## config.mk

```make
export PLATFORM = sky130hd
export DESIGN_NAME = matrix_reader_flat
export DESIGN_NICKNAME = d
export VERILOG_FILES = /design/src/rtl/matrix_bram_pkg.sv /design/src/rtl/matrix_reader_if.sv /design/src/rtl/matrix_address_getter.sv /design/src/rtl/matrix_reader.sv /design/src/flat_wrapper.sv
export SDC_FILE = /design/constraint.sdc
export NUM_CORES = 1
export LEC_CHECK = 0
export BUFFER_PORTS_ARGS = -buffer_cell sky130_fd_sc_hd__buf_2
export CORE_MARGIN = 2
export CORE_UTILIZATION = 63
export CTS_BUF_LIST = sky130_fd_sc_hd__clkbuf_4
export DETAILED_ROUTE_END_ITERATION = 8
export GPL_ROUTABILITY_DRIVEN = 0
export GPL_TIMING_DRIVEN = 0
export PLACE_DENSITY = 0.85
export SLEW_MARGIN = 20
export SYNTH_ARGS = -nofsm -noshare
export SYNTH_HDL_FRONTEND = slang
export SYNTH_HIERARCHICAL = 1
export SYNTH_SLANG_ARGS = --single-unit
```

## constraint.sdc

```tcl
create_clock -name clk -period 11.2 [get_ports clk]
set_input_delay 2.24 -clock clk [delete_from_list [all_inputs] [get_ports clk]]
set_output_delay 2.24 -clock clk [all_outputs]
set_load 0.02 [all_outputs]
```

## src/rtl/matrix_bram_pkg.sv

```systemverilog
// -----------------------------------------------------------------------------
// matrix_bram_pkg
// Shared definitions for the matrix BRAM reader and writer.
//   mr_state_t  : reader FSM states (also exported on the debug state output)
//   META_WORDS  : header words at the start of every matrix slot
//   elem_count  : rows*cols widened to 16 bits so 255x255 does not truncate
// -----------------------------------------------------------------------------
`timescale 1ns/1ps

package matrix_bram_pkg;

  typedef enum logic [2:0] {
    IDLE           = 3'd0,
    META_ROWS_COLS = 3'd1,
    META_NAME_HIGH = 3'd2,
    META_NAME_LOW  = 3'd3,
    META_CAPTURE   = 3'd4,
    STREAM         = 3'd5,
    DONE           = 3'd6
  } mr_state_t;

  // Slot layout: base+0 rows/cols, base+1 name[0..3], base+2 name[4..7].
  localparam int META_WORDS = 3;

  function automatic logic [15:0] elem_count(input logic [7:0] rows,
                                             input logic [7:0] cols);
    return {8'd0, rows} * {8'd0, cols};
  endfunction

endpackage

```

## src/rtl/matrix_reader_if.sv

```systemverilog
// -----------------------------------------------------------------------------
// matrix_reader_if
// Bundles every non-clock signal of matrix_reader.
//   Request side : read_request, matrix_id (in)  / read_ready (out)
//   Metadata     : actual_rows, actual_cols, matrix_name, meta_valid (out)
//   Stream       : data_out, data_valid (out) / data_ready (in)
//   Status       : read_done, read_error (out, one-cycle pulses)
//   BRAM port    : bram_rd_en, bram_addr (out) / bram_dout (in)
//   Debug        : dbg_state (out) current reader FSM state
//
// Handshake: a beat transfers on a rising edge where data_valid && data_ready
// are both high. Once data_valid rises it stays high, and data_out stays
// unchanged, until that beat transfers; data_ready may change freely.
// read_request is only acted on while read_ready is high (IDLE).
//
// Modports: slave = the reader, master = its client / BRAM side.
// -----------------------------------------------------------------------------
`timescale 1ns/1ps

interface matrix_reader_if #(
  parameter int DATA_WIDTH = 32,
  parameter int ADDR_WIDTH = 14
) ();
  import matrix_bram_pkg::*;

  logic                  read_request;
  logic                  read_ready;
  logic [2:0]            matrix_id;
  logic [7:0]            actual_rows;
  logic [7:0]            actual_cols;
  logic [0:7][7:0]       matrix_name;
  logic                  meta_valid;
  logic [DATA_WIDTH-1:0] data_out;
  logic                  data_valid;
  logic                  data_ready;
  logic                  read_done;
  logic                  read_error;
  logic                  bram_rd_en;
  logic [ADDR_WIDTH-1:0] bram_addr;
  logic [DATA_WIDTH-1:0] bram_dout;
  mr_state_t             dbg_state;

  modport slave (
    input  read_request, matrix_id, data_ready, bram_dout,
    output read_ready, actual_rows, actual_cols, matrix_name, meta_valid,
           data_out, data_valid, read_done, read_error, bram_rd_en, bram_addr,
           dbg_state
  );

  modport master (
    output read_request, matrix_id, data_ready, bram_dout,
    input  read_ready, actual_rows, actual_cols, matrix_name, meta_valid,
           data_out, data_valid, read_done, read_error, bram_rd_en, bram_addr,
           dbg_state
  );

endinterface

```

## src/rtl/matrix_address_getter.sv

```systemverilog
// -----------------------------------------------------------------------------
// matrix_address_getter
// Maps a matrix slot number to the BRAM address of its first word.
//   i_matrix_id  in  3           slot number
//   o_base_addr  out ADDR_WIDTH  i_matrix_id * BLOCK_SIZE
// -----------------------------------------------------------------------------
`timescale 1ns/1ps

module matrix_address_getter #(
  parameter int BLOCK_SIZE = 1152,
  parameter int ADDR_WIDTH = 14
) (
  input  logic [2:0]            i_matrix_id,
  output logic [ADDR_WIDTH-1:0] o_base_addr
);

  logic [31:0] w_product;

  assign w_product   = {29'd0, i_matrix_id} * 32'(BLOCK_SIZE);
  assign o_base_addr = ADDR_WIDTH'(w_product);

endmodule

```

## src/rtl/matrix_reader.sv

```systemverilog
// -----------------------------------------------------------------------------
// matrix_reader
// Reads one matrix slot out of a BRAM: three header words (dimensions and an
// 8-byte name), then streams rows*cols elements through a 2-entry output FIFO
// under valid/ready back-pressure.
//   clk    in  rising-edge clock
//   rst_n  in  asynchronous active-low reset
//   bus    matrix_reader_if.slave (request, metadata, stream, status, BRAM)
// The BRAM has a registered output: a word read in cycle N is on bram_dout in
// cycle N+1.
// -----------------------------------------------------------------------------
`timescale 1ns/1ps

module matrix_reader
  import matrix_bram_pkg::*;
#(
  parameter int BLOCK_SIZE = 1152,
  parameter int DATA_WIDTH = 32,
  parameter int ADDR_WIDTH = 14
) (
  input  logic           clk,
  input  logic           rst_n,
  matrix_reader_if.slave bus
);

  // ---------------------------------------------------------------------------
  // Declarations
  // ---------------------------------------------------------------------------
  mr_state_t             r_state;
  mr_state_t             w_state_next;

  logic [2:0]            r_matrix_id;
  logic [ADDR_WIDTH-1:0] w_base_addr;

  logic [7:0]            r_rows;
  logic [7:0]            r_cols;
  logic [0:7][7:0]       r_name;
  logic                  r_meta_valid;
  logic                  r_error;

  logic [15:0]           w_total;
  logic                  w_too_big;
  logic [15:0]           r_issued;
  logic [15:0]           r_delivered;
  logic                  r_rd_pending;

  logic [DATA_WIDTH-1:0] r_fifo_mem [0:1];
  logic                  r_wr_ptr;
  logic                  r_rd_ptr;
  logic [1:0]            r_fifo_cnt;

  logic                  w_accept;
  logic                  w_push;
  logic                  w_pop;
  logic [2:0]            w_outstanding;
  logic                  w_elem_rd;
  logic                  w_last_pop;
  logic                  w_rd_en;
  logic [ADDR_WIDTH-1:0] w_addr;

  // ---------------------------------------------------------------------------
  // Slot base address
  // ---------------------------------------------------------------------------
  matrix_address_getter #(
    .BLOCK_SIZE (BLOCK_SIZE),
    .ADDR_WIDTH (ADDR_WIDTH)
  ) u_addr_getter (
    .i_matrix_id (r_matrix_id),
    .o_base_addr (w_base_addr)
  );

  // ---------------------------------------------------------------------------
  // Control terms
  // ---------------------------------------------------------------------------
  assign w_accept  = (r_state == IDLE) && bus.read_request;
  assign w_total   = elem_count(r_rows, r_cols);
  // A slot holds BLOCK_SIZE-META_WORDS elements; anything larger would run
  // into the next slot, so it is rejected before any element read is issued.
  assign w_too_big = int'({16'd0, w_total}) > (BLOCK_SIZE - META_WORDS);

  // The only data arriving in STREAM is the element read issued last cycle.
  assign w_push = r_rd_pending && (r_state == STREAM);
  assign w_pop  = (r_fifo_cnt != 2'd0) && bus.data_ready;

  // Words that will need a FIFO slot: the one landing now plus those already
  // stored, minus the head leaving this cycle. Keeping this below 2 before
  // issuing guarantees the FIFO can always accept what comes back, while still
  // allowing one read per cycle when the consumer keeps up.
  assign w_outstanding = {2'b00, r_rd_pending} + {1'b0, r_fifo_cnt}
                       - {2'b00, w_pop};

  assign w_elem_rd  = (r_state == STREAM) && (r_issued < w_total)
                   && (w_outstanding < 3'd2);
  assign w_last_pop = w_pop && ((r_delivered + 16'd1) == w_total);

  // ---------------------------------------------------------------------------
  // FSM: state register
  // ---------------------------------------------------------------------------
  always_ff @(posedge clk or negedge rst_n) begin
    if (!rst_n) begin
      r_state <= IDLE;
    end else begin
      r_state <= w_state_next;
    end
  end

  // ---------------------------------------------------------------------------
  // FSM: next state and BRAM read port
  // ---------------------------------------------------------------------------
  always_comb begin
    w_state_next = r_state;
    w_rd_en      = 1'b0;
    w_addr       = '0;
    unique case (r_state)
      IDLE: begin
        if (bus.read_request) begin
          w_state_next = META_ROWS_COLS;
        end
      end
      META_ROWS_COLS: begin
        w_rd_en      = 1'b1;
        w_addr       = w_base_addr;
        w_state_next = META_NAME_HIGH;
      end
      META_NAME_HIGH: begin
        w_rd_en      = 1'b1;
        w_addr       = w_base_addr + ADDR_WIDTH'(1);
        w_state_next = META_NAME_LOW;
      end
      META_NAME_LOW: begin
        w_rd_en      = 1'b1;
        w_addr       = w_base_addr + ADDR_WIDTH'(2);
        w_state_next = META_CAPTURE;
      end
      META_CAPTURE: begin
        // rows/cols were captured two cycles ago, so the size is known here.
        if ((w_total == 16'd0) || w_too_big) begin
          w_state_next = DONE;
        end else begin
          w_state_next = STREAM;
        end
      end
      STREAM: begin
        w_rd_en = w_elem_rd;
        if (w_elem_rd) begin
          w_addr = w_base_addr + ADDR_WIDTH'(META_WORDS) + ADDR_WIDTH'(r_issued);
        end
        if (w_last_pop) begin
          w_state_next = DONE;
        end
      end
      DONE: begin
        w_state_next = IDLE;
      end
      default: begin
        w_state_next = IDLE;
      end
    endcase
  end

  // ---------------------------------------------------------------------------
  // Request latch, metadata capture and counters
  // ---------------------------------------------------------------------------
  always_ff @(posedge clk or negedge rst_n) begin
    if (!rst_n) begin
      r_matrix_id  <= '0;
      r_rows       <= '0;
      r_cols       <= '0;
      r_name       <= '0;
      r_meta_valid <= 1'b0;
      r_error      <= 1'b0;
      r_issued     <= '0;
      r_delivered  <= '0;
      r_rd_pending <= 1'b0;
    end else begin
      r_rd_pending <= w_elem_rd;

      if (w_accept) begin
        r_matrix_id  <= bus.matrix_id;
        r_meta_valid <= 1'b0;
        r_error      <= 1'b0;
        r_issued     <= '0;
        r_delivered  <= '0;
      end

      // Each header word is on bram_dout one state after its read.
      case (r_state)
        META_NAME_HIGH: begin
          r_rows <= bus.bram_dout[DATA_WIDTH-1 -: 8];
          r_cols <= bus.bram_dout[DATA_WIDTH-9 -: 8];
        end
        META_NAME_LOW: begin
          for (int k = 0; k < 4; k++) begin
            r_name[k] <= bus.bram_dout[DATA_WIDTH-1-8*k -: 8];
          end
        end
        META_CAPTURE: begin
          for (int k = 0; k < 4; k++) begin
            r_name[k+4] <= bus.bram_dout[DATA_WIDTH-1-8*k -: 8];
          end
          r_meta_valid <= 1'b1;
          r_error      <= w_too_big;
        end
        default: begin
        end
      endcase

      if (w_elem_rd) begin
        r_issued <= r_issued + 16'd1;
      end
      if (w_pop) begin
        r_delivered <= r_delivered + 16'd1;
      end
    end
  end

  // ---------------------------------------------------------------------------
  // 2-entry output FIFO (push and pop may coincide)
  // ---------------------------------------------------------------------------
  always_ff @(posedge clk or negedge rst_n) begin
    if (!rst_n) begin
      r_fifo_mem[0] <= '0;
      r_fifo_mem[1] <= '0;
      r_wr_ptr      <= 1'b0;
      r_rd_ptr      <= 1'b0;
      r_fifo_cnt    <= '0;
    end else begin
      if (w_push) begin
        r_fifo_mem[r_wr_ptr] <= bus.bram_dout;
        r_wr_ptr             <= ~r_wr_ptr;
      end
      if (w_pop) begin
        r_rd_ptr <= ~r_rd_ptr;
      end
      r_fifo_cnt <= r_fifo_cnt + {1'b0, w_push} - {1'b0, w_pop};
    end
  end

  // ---------------------------------------------------------------------------
  // Outputs
  // ---------------------------------------------------------------------------
  assign bus.read_ready  = (r_state == IDLE);
  assign bus.actual_rows = r_rows;
  assign bus.actual_cols = r_cols;
  assign bus.matrix_name = r_name;
  assign bus.meta_valid  = r_meta_valid;
  assign bus.data_valid  = (r_fifo_cnt != 2'd0);
  assign bus.data_out    = r_fifo_mem[r_rd_ptr];
  assign bus.read_done   = (r_state == DONE);
  assign bus.read_error  = (r_state == DONE) && r_error;
  assign bus.bram_rd_en  = w_rd_en;
  assign bus.bram_addr   = w_addr;
  assign bus.dbg_state   = r_state;

endmodule

```

## src/flat_wrapper.sv

```systemverilog
// flat-port wrapper written by rule: the top's interface ports become plain ports
module matrix_reader_flat import matrix_bram_pkg::*;
#(
  parameter int BLOCK_SIZE = 1152,
  parameter int DATA_WIDTH = 32,
  parameter int ADDR_WIDTH = 14
)
  (clk, rst_n, bus_read_request, bus_matrix_id, bus_data_ready, bus_bram_dout, bus_read_ready, bus_actual_rows, bus_actual_cols, bus_matrix_name, bus_meta_valid, bus_data_out, bus_data_valid, bus_read_done, bus_read_error, bus_bram_rd_en, bus_bram_addr, bus_dbg_state);
  matrix_reader_if #(.DATA_WIDTH(DATA_WIDTH), .ADDR_WIDTH(ADDR_WIDTH)) bus_i ();
  input  logic clk;
  input  logic rst_n;
  input wire logic [$bits(bus_i.read_request)-1:0] bus_read_request;
  input wire logic [$bits(bus_i.matrix_id)-1:0] bus_matrix_id;
  input wire logic [$bits(bus_i.data_ready)-1:0] bus_data_ready;
  input wire logic [$bits(bus_i.bram_dout)-1:0] bus_bram_dout;
  output wire logic [$bits(bus_i.read_ready)-1:0] bus_read_ready;
  output wire logic [$bits(bus_i.actual_rows)-1:0] bus_actual_rows;
  output wire logic [$bits(bus_i.actual_cols)-1:0] bus_actual_cols;
  output wire logic [$bits(bus_i.matrix_name)-1:0] bus_matrix_name;
  output wire logic [$bits(bus_i.meta_valid)-1:0] bus_meta_valid;
  output wire logic [$bits(bus_i.data_out)-1:0] bus_data_out;
  output wire logic [$bits(bus_i.data_valid)-1:0] bus_data_valid;
  output wire logic [$bits(bus_i.read_done)-1:0] bus_read_done;
  output wire logic [$bits(bus_i.read_error)-1:0] bus_read_error;
  output wire logic [$bits(bus_i.bram_rd_en)-1:0] bus_bram_rd_en;
  output wire logic [$bits(bus_i.bram_addr)-1:0] bus_bram_addr;
  output wire logic [$bits(bus_i.dbg_state)-1:0] bus_dbg_state;
  assign bus_i.read_request = bus_read_request;
  assign bus_i.matrix_id = bus_matrix_id;
  assign bus_i.data_ready = bus_data_ready;
  assign bus_i.bram_dout = bus_bram_dout;
  assign bus_read_ready = bus_i.read_ready;
  assign bus_actual_rows = bus_i.actual_rows;
  assign bus_actual_cols = bus_i.actual_cols;
  assign bus_matrix_name = bus_i.matrix_name;
  assign bus_meta_valid = bus_i.meta_valid;
  assign bus_data_out = bus_i.data_out;
  assign bus_data_valid = bus_i.data_valid;
  assign bus_read_done = bus_i.read_done;
  assign bus_read_error = bus_i.read_error;
  assign bus_bram_rd_en = bus_i.bram_rd_en;
  assign bus_bram_addr = bus_i.bram_addr;
  assign bus_dbg_state = bus_i.dbg_state;
  matrix_reader #(.BLOCK_SIZE(BLOCK_SIZE), .DATA_WIDTH(DATA_WIDTH), .ADDR_WIDTH(ADDR_WIDTH)) u_core (.clk(clk), .rst_n(rst_n), .bus(bus_i));
endmodule
```

### Word-level counts from Yosys, hierarchy flattened

Cells that the tools add are included.

* input bits: 39
* register bits after elaboration: 189
* word-level logic and storage cells: 89
* output and inout bits: 135

* $lt $le $gt $ge: 6
* equality and inequality tests: 9
* multipliers: 2
* bitwise operators: 4
* mux-type cells: 19
* add/subtract/negate cells: 10
* reductions and logical operators: 17

Operator list (count)
* two-way mux 32 bit: 4
* bitwise mux 64 bit: 1
* one-hot mux 14 bit (4 select lines): 1
* two-way mux 16 bit: 3
* adder 16 x 1 -> 16 bit (second input constant): 2
* demux 32 bit (select 1 bit): 1
* adder 14 x 2 -> 14 bit (second input constant): 2
* one-hot mux 3 bit (6 select lines): 1
* == test 16 bit: 1
* > comparator 16 x 11 -> 1 bit (second input constant): 1
* zero test 16 bit: 1
* less-than comparator 16 bit: 1
* multiplier 8 x 8 -> 16 bit: 1
* adder 14 x 1 -> 14 bit (second input constant): 1
* adder 14 bit: 1
* two-way mux 14 bit: 1
* == test 3 bit (second input constant): 3
* logical AND 1 bit: 8
* nonzero test 2 bit: 4
* multiplier 3 x 4 -> 7 bit (second input constant): 1
* == test 3 x 2 -> 1 bit (second input constant): 2
* two-way mux 3 bit: 2
* >= comparator 2 bit (second input constant): 2
* inverter 1 -> 2 bit: 2
* 17 further kinds: 20

### Logic depth before layout (Yosys ltp)

Gate-level depths: netlist of run 1.

* word-level depth: 7
* gate-level depth with buffers: 26
* depth with buffers taken out: 25

### Modules after synthesis

The synthesis of run 1 kept the hierarchy.

Modules (own cells, without submodules)
* matrix_reader: instances 1, area each 12444.4 µm², sequential area each 4729.5 µm², cells an instance 1147
* matrix_address_getter: instances 1, area each 108.9 µm², sequential area each 0.0 µm², cells an instance 15

### Worst setup path after synthesis of run 1

Ideal clock, no wire load.

* path kind: flip-flop to output port
* start point: reg u_core.r_rows[1] (netlist: u_core/bus.actual_rows[1])
* end point: out bus_bram_rd_en
* arrival: 6362 ps
* cell stages (with the launch flop): 23
* setup slack: 2598 ps
* data required time: 8960 ps
* path buffers: 2
* cells stage by stage: dfrtp_1 and2_1 fa_1 fa_1 fa_1 inv_1 fa_1 inv_1 ha_1 or3_1 buf_4 or2_2 o221a_2 or2_2 ha_1 nand4_1 o22ai_1 o41ai_1 a41oi_2 o21ai_2 nand2_4 buf_2 a21oi_1

* cells in the longest elaborated chain, start to end: 5

RTL lines
* from (decl): line matrix_reader.sv:35 `logic [7:0] r_rows;`
* from (signal assigned): line matrix_reader.sv:189 `r_rows <= bus.bram_dout[DATA_WIDTH-1 -: 8];`
* multiplier 8 x 8 -> 16 bit: line matrix_bram_pkg.sv:27 `return {8'd0, rows} * {8'd0, cols};`
* less-than comparator 16 bit: line matrix_reader.sv:92 `assign w_elem_rd = (r_state == STREAM) && (r_issued < w_total)`
* logical AND 1 bit: line matrix_reader.sv:92
* logical AND 1 bit: line matrix_reader.sv:93 `&& (w_outstanding < 3'd2);`
* one-hot mux 1 bit (2 select lines): line matrix_reader.sv:114 `unique case (r_state)`
* to (decl): line flat_wrapper.sv:25 `output wire logic [$bits(bus_i.bram_rd_en)-1:0] bus_bram_rd_en;`

No other way between the ends.

### Worst setup path in the final report of run 1

* start point: reg u_core.r_cols[7] (netlist: u_core/bus.actual_cols[7])
* end point: out bus_bram_addr[4]

* cells in the longest elaborated chain, start to end: 6

RTL lines
* from (decl): line matrix_reader.sv:36 `logic [7:0] r_cols;`
* from (signal assigned): line matrix_reader.sv:190 `r_cols <= bus.bram_dout[DATA_WIDTH-9 -: 8];`
* multiplier 8 x 8 -> 16 bit: line matrix_bram_pkg.sv:27
* less-than comparator 16 bit: line matrix_reader.sv:92
* logical AND 1 bit: line matrix_reader.sv:92
* logical AND 1 bit: line matrix_reader.sv:93
* two-way mux 14 bit: line matrix_reader.sv:145 `if (w_elem_rd) begin`
* one-hot mux 14 bit (4 select lines): line matrix_reader.sv:114
* to (decl): line flat_wrapper.sv:26 `output wire logic [$bits(bus_i.bram_addr)-1:0] bus_bram_addr;`

No other way between the ends.

==> results.md, run 1 <==
- Run status: finished clean
- Tcrit/Tclk final: around 87%
- Slew @ Worst Pin: 0.769 ns
- Deepest clock path buffer count: 2
- R2R cell count: 23
- Rows: between 50 and 60
- Setup violations, final: 0
- Max Freq: ~100 MHz
- HPWL after DPL: roughly 23 mm
- Most instantiated cells after synthesis: dfrtp_1, mux2_2, ha_1
- CTS root buf: clkbuf_4
- Pin count of the biggest net entering global routing: 90
- Fin. max-slew vios: 0
- DR pass1 iterations: 5
- DIE AREA: roughly 21000 um2
- CP startpoint: u_core/bus.actual_cols[7]
- DRT antenna net count: 0
- Vias in the first global route: 9811
- Slew HR: 48.5%
- Utilization after layout: 72.7%
- Starting Density: 64.3%
- Worst Hold Endpoint: u_core/r_wr_ptr
- Worst R2R End: u_core/r_issued[14]
- Setup bufs post-CTS: 0
- Total wire length: slightly below 30 mm
- Area contributors post-synth: dfrtp_1, mux2_2, ha_1
- Share of layout cells above drive strength 1: approximately a third
- Core area: around 20000 um2
- CTS clk-pin slew, worst paths: between 0.2 and 0.25 ns
- Final hold slack: ~0.52 ns
- Mapped cell area: roughly 13000 um2
- Via density: 5.87
- Crit path DAT: between 7 and 8 ns
- Hold_buf cts: 0
- Skew-Pair Late Insertion Delay: about 0.63 ns
- DRC violations left: 0
- Filler instances: 1406
- Hold Crit Depth: 1
- Avg Inst Size Synth: approximately 11 um2
- FF-to-FF Start: u_core/bus.actual_cols[7]
- Critical path peak fanout: 10
- RSZ-0062 raised after global routing: no
- Port bufs: 173
- Synthesized flop and latch total: ~190
- Die height: 145 um
- Syn Inst Count: between 1000 and 1500
- Setup TNS Final: 0 ns
- Total Routing Usage GR: 28.8%
- CTS H-tree lvls: 4
- Minimum clock period: 9.78 ns
- DR iter-0 viols: between 500 and 600
- Async SR Flop Fraction: between 90% and 100%
- Sinks on the clock net: approximately 190
- Initial antenna violation count: 1
- Count of cell types in the netlist: 66
- Req. time, crit path: ~9.0 ns
- Syn. warnings: 6
- Sequential area share after synthesis: a little under two fifths
- Type of origin of the critical path: flop
- Worst setup EP type: output pin
- Post-synth top area cell: dfrtp_1
- Average wire per standard cell: 18.1 um
- Crit path kind: flop to output pin
- I/O pins: 174
- Via count: 9631
- Top FF cell, synth: dfrtp_1
- Post-cts sizing count: 0
- TritonCTS clock tree: yes
- TritonCTS Buffers: 17
- Die Wd: 145 um
- Post-synth EDFFs: 0
- Total global routing overflow: 0
- Hold Path Class: flop to flop
- First-pass GRT wire length: between 40 and 50 mm
- Area growth, synth to finish: 13.1%
- Final Net Count: roughly 1500
- Hold Fails Final Rpt: 0
- Fin Clk Skew: 0.0475 ns
- R2R Setup Slk: 4.43 ns
- Top-area cell type share of the netlist area: approximately 38%
- Most common cell in the netlist: dfrtp_1
- HP Start: u_core/r_wr_ptr
- Max-capacitance violation count: 0
## cell families after synthesis
group           count (synthesis)  share of synthesized area, %
compound gates                185                          10.6
xor+xnor                       52                          3.74
fa+ha+maj                     120                          14.2
buf+inv                       132                          4.50
flops                         189                          37.7
mux                           189                          16.9
other cells                     1                        0.0299
simple gates                  294                          12.3
## metrics by stage
step | area, um2 | setup slack, ns | instances
global route | 14200 | 1.11 | 1642
detailed placement | 13800 | 2.16 | 1609
CTS | 14200 | 1.41 | 1641
floorplan | 12600 | 2.60 | 1169
global placement | 13800 | 2.31 | 1607
finish | 14200 | 1.42 | 1642
## registers in the layout, summed over array words and instances, names as in the netlist
signal,cells
u_core/r_fifo_mem,64
u_core/r_issued,16
u_core/r_rd_pending,1
u_core/r_matrix_id,3
u_core/r_wr_ptr,1
u_core/bus.dbg_state,3
u_core/r_rd_ptr,1
u_core/bus.matrix_name,64
u_core/r_error,1
u_core/bus.meta_valid,1
u_core/r_delivered,16
u_core/bus.actual_rows,8
u_core/bus.actual_cols,8
u_core/r_fifo_cnt,2
## per-layer routing
metal	wire [um]	vias to the layer above	track usage (%)
li1	-	4509	-
met2	14500	267	48.2
met5	0	-	0
met1	12800	4809	37.0
met3	1890	46	7.14
met4	580	0	9.02
## worst max-delay path by stage
stage | endpoint | depth (start not counted) | slack [ns]
final | bus_bram_addr[4] | 24 | 1.42
after global routing | bus_bram_addr[4] | 24 | 1.11
after CTS | bus_bram_addr[4] | 23 | 1.41
after detailed placement | bus_bram_addr[4] | 24 | 2.16
after global placement | bus_bram_addr[3] | 24 | 2.31
after floorplan | bus_bram_rd_en | 22 | 2.60
## cell usage in the layout (no fill, tap or decap), types with 10 or more instances in the layout
| cell type | netlist | routed |
|---|---|---|
| clkbuf_4 | 0 | 17 |
| nand3_1 | 28 | 28 |
| inv_1 | 78 | 78 |
| buf_2 | 1 | 173 |
| buf_4 | 16 | 16 |
| nor2_1 | 41 | 41 |
| and3_1 | 16 | 16 |
| nor3_1 | 13 | 13 |
| mux2_2 | 187 | 187 |
| xor2_1 | 11 | 11 |
| o21ai_0 | 42 | 42 |
| clkbuf_1 | 31 | 31 |
| nand4_1 | 10 | 10 |
| nand2b_1 | 16 | 16 |
| o22ai_1 | 13 | 13 |
| ha_1 | 82 | 82 |
| a21o_1 | 23 | 23 |
| dfrtp_1 | 189 | 189 |
| nand2_1 | 66 | 66 |
| a221oi_1 | 12 | 12 |
| nor2b_1 | 10 | 10 |
| and2_1 | 63 | 63 |
| fa_1 | 38 | 38 |
| a21oi_1 | 25 | 25 |
| xnor2_1 | 40 | 40 |
## final cells by class
type / instances / area [um2] / share of cell area (%)
Sequential cell: 189 / 4730 / 33.3
Tap cell: 265 / 332 / 2.33
Clock buffer: 17 / 128 / 0.899
Clock inverter: 15 / 231 / 1.63
Multi-Input combinational cell: 848 / 7290 / 51.3
Buffer: 53 / 268 / 1.89
Inverter: 79 / 297 / 2.09
Timing Repair Buffer: 175 / 931 / 6.55
Antenna cell: 1 / 2.50 / 0.0176
## worst max-delay path, cell delays in order, from the launching register on
cell and delay, ns:
dfrtp_1 0.58, nand2_1 0.14, fa_1 0.52, fa_1 0.54
inv_1 0.05, fa_1 0.52, inv_1 0.05, fa_1 0.52
inv_1 0.04, ha_1 0.26, or3_1 0.37, buf_4 0.17
or2_2 0.27, o221a_2 0.24, or2_2 0.35, ha_1 0.32
nand4_1 0.12, o22ai_1 0.10, o41ai_1 0.45, a41oi_2 0.22
o21ai_2 0.35, nand2_4 0.12, buf_2 0.21, o22ai_1 0.21
buf_2 0.21
Power of run 1 is left out: the tool's default activity adds up to more than one toggle a clock period on the data nets, which glitch-free logic cannot reach.
==> inputs of run 2 (changes only) <==
Settings changed: PLACE_DENSITY 0.85 to 0.93.
==> results.md, run 2 (synthesis gave the netlist of run 1 again) <==
- Hold Crit Depth: 1 (unchanged)
- Share of layout cells above drive strength 1: 31.5% (about the same)
- Worst setup EP type: output pin (unchanged)
- FF-to-FF Start: u_core/bus.actual_cols[7] (unchanged)
- Pre-CTS setup slack: 2.18 ns (was 2.16 ns)
- Most frequent cells in the layout: dfrtp_1, mux2_2, buf_2 (unchanged)
- Setup TNS Final: 0 ns (unchanged)
- Fin Clk Skew: 0.0326 ns (was 0.0475 ns)
- Port bufs: 173 (unchanged)
- Die height: 145 um (unchanged)
- CTS H-tree lvls: 4 (unchanged)
- Type of origin of the critical path: flop (unchanged)
- Run status: finished clean (unchanged)
- Post-cts sizing count: 0 (unchanged)
- Tcrit/Tclk final: 86.9% (was 87.3%)
- CTS clk-pin slew, worst paths: 0.18 ns (was 0.21 ns)
- DR pass1 iterations: 7 (was 5)
- Crit path kind: flop to output pin (unchanged)
- DRC violations left: 0 (unchanged)
- Slew HR: 38.3% (was 48.5%)
- R2R cell count: 23 (unchanged)
- Crit path DAT: 7.49 ns (was 7.54 ns)
- CTS root buf: clkbuf_4 (unchanged)
- Hold Path Class: flop to flop (unchanged)
- Initial antenna violation count: 2 (was 1)
- I/O pins: 174 (unchanged)
- Slew @ Worst Pin: 0.922 ns (was 0.769 ns)
- Pin count of the biggest net entering global routing: 97 (was 90)
- Filler instances: 1324 (was 1406)
- Req. time, crit path: 8.96 ns (about the same)
- Core area: 19500 um2 (unchanged)
- Worst Hold Endpoint: u_core/r_wr_ptr (unchanged)
- Largest stage delay, worst path: 0.60 ns (was 0.58 ns)
- Starting Density: 64.3% (unchanged)
- Final Net Count: 1522 (unchanged)
- Total global routing overflow: 0 (unchanged)
- Worst R2R End: u_core/r_issued[6] (was u_core/r_issued[14])
- Deepest clock path buffer count: 2 (unchanged)
- Fin. max-slew vios: 0 (unchanged)
- Total Routing Usage GR: 31.0% (was 28.8%)
- Via density: 6.09 (was 5.87)
- Most frequent CP cell: fa_1 (unchanged)
- First-pass GRT wire length: 52.5 mm (was 49.1 mm)
- Setup ws final: 1.47 ns (was 1.42 ns)
- Max-capacitance violation count: 0 (unchanged)
- Skew-Pair Late Insertion Delay: 0.58 ns (was 0.63 ns)
- Hold_buf cts: 0 (unchanged)
- RSZ-0062 raised after global routing: no (unchanged)
- TritonCTS Buffers: 17 (unchanged)
- Rows: 51 (unchanged)
- Hold Fails Final Rpt: 0 (unchanged)
- Max Freq: 103 MHz (was 102 MHz)
- DR iter-0 viols: 805 (was 551)
- Average wire per standard cell: 19.8 um (was 18.1 um)
- Die Wd: 145 um (unchanged)
- Worst path slowest cell: dfrtp_1 (unchanged)
- R2R Setup Slk: 4.39 ns (was 4.43 ns)
- Critical path peak fanout: 10 (unchanged)
- Most common cell after layout, fill and taps aside: dfrtp_1 (unchanged)
- HP Start: u_core/r_wr_ptr (unchanged)
- Minimum clock period: 9.73 ns (was 9.78 ns)
- HPWL after DPL: 24.2 mm (was 22.6 mm)
- Vias in the first global route: 10200 (was 9811)
- Setup bufs post-CTS: 0 (unchanged)
- DIE AREA: 21100 um2 (unchanged)
- Setup violations, final: 0 (unchanged)
- TritonCTS clock tree: yes (unchanged)
- Area growth, synth to finish: 12.6% (was 13.1%)
- Critical-path cell list: nand2_1 > fa_1 > fa_1 > inv_1 > fa_1 > inv_1 > fa_1 > inv_1 > ha_1 > or3_1 > buf_4 > or2_2 > o221a_2 > or2_2 > ha_1 > nand4_1 > o22ai_1 > o41ai_1 > a41oi_2 > o21ai_2 > nand2_4 > buf_2 > o22ai_1 > buf_2 (unchanged)
- Via count: 9992 (was 9631)
- Total wire length: 32.5 mm (was 29.8 mm)
- Sinks on the clock net: 189 (unchanged)
- DRT antenna net count: 0 (unchanged)
## run 2: changes by cell type in the layout (fill, tap and decap cells not counted)
cell	before	now
inv_8	1	6
inv_12	4	0
clkinv_8	6	4
inv_16	2	0
clkinv_4	0	1
inv_6	2	3
## run 2: area by class of cell
class / count / area (um2) / share of cell area (%)
Multi-Input combinational cell: 848 / 7290 / 51.5
Antenna cell: 1 / 2.50 / 0.0177
Inverter: 79 / 297 / 2.10
Clock buffer: 17 / 128 / 0.903
Sequential cell: 189 / 4730 / 33.4
Clock inverter: 14 / 168 / 1.19
Tap cell: 265 / 332 / 2.34
Timing Repair Buffer: 175 / 931 / 6.58
Buffer: 53 / 268 / 1.89
## run 2: metrics by stage
stage | instances | area [um2] | hold WS [ns] | util [%]
after floorplan | 1169 | 12600 | 0.469 | -
after global placement | 1607 | 13800 | 0.459 | 70.6
after detailed placement | 1609 | 13800 | 0.486 | 70.9
after CTS | 1640 | 14100 | 0.514 | 72.4
after global routing | 1641 | 14100 | 0.530 | 72.4
final | 1641 | 14100 | 0.518 | 72.4
## run 2: worst max-delay path by stage
stage                              start                to  slack [ns]
2_1_floorplan  u_core/bus.actual_rows[1]    bus_bram_rd_en        2.60
3_3_place_gp   u_core/bus.actual_rows[0]  bus_bram_addr[4]        2.34
3_5_place_dp   u_core/bus.actual_rows[1]  bus_bram_addr[3]        2.18
4_1_cts        u_core/bus.actual_rows[1]  bus_bram_addr[3]        1.53
5_1_grt        u_core/bus.actual_rows[0]  bus_bram_addr[3]        1.03
6_report       u_core/bus.actual_cols[7]  bus_bram_addr[3]        1.47
## run 2: metal layers
metal | vias up | global-route usage [%] | wire length (um)
met5 | - | 0 | 0
met4 | 0 | 12.5 | 1050
met1 | 4967 | 37.7 | 12800
li1 | 4492 | - | -
met3 | 97 | 7.23 | 2360
met2 | 436 | 53.6 | 16300
## run 2: worst max-delay path, delay by kind of cell (launching register included)
kind                       cells  cell delay, ns
adders and majority gates      6            2.70
and+or+nand+nor                6            1.38
buffers and inverters          6            0.72
DFF                            1            0.60
AOI/OAI and AO/OA              6            1.53
Power of run 2 is left out for the same reason.
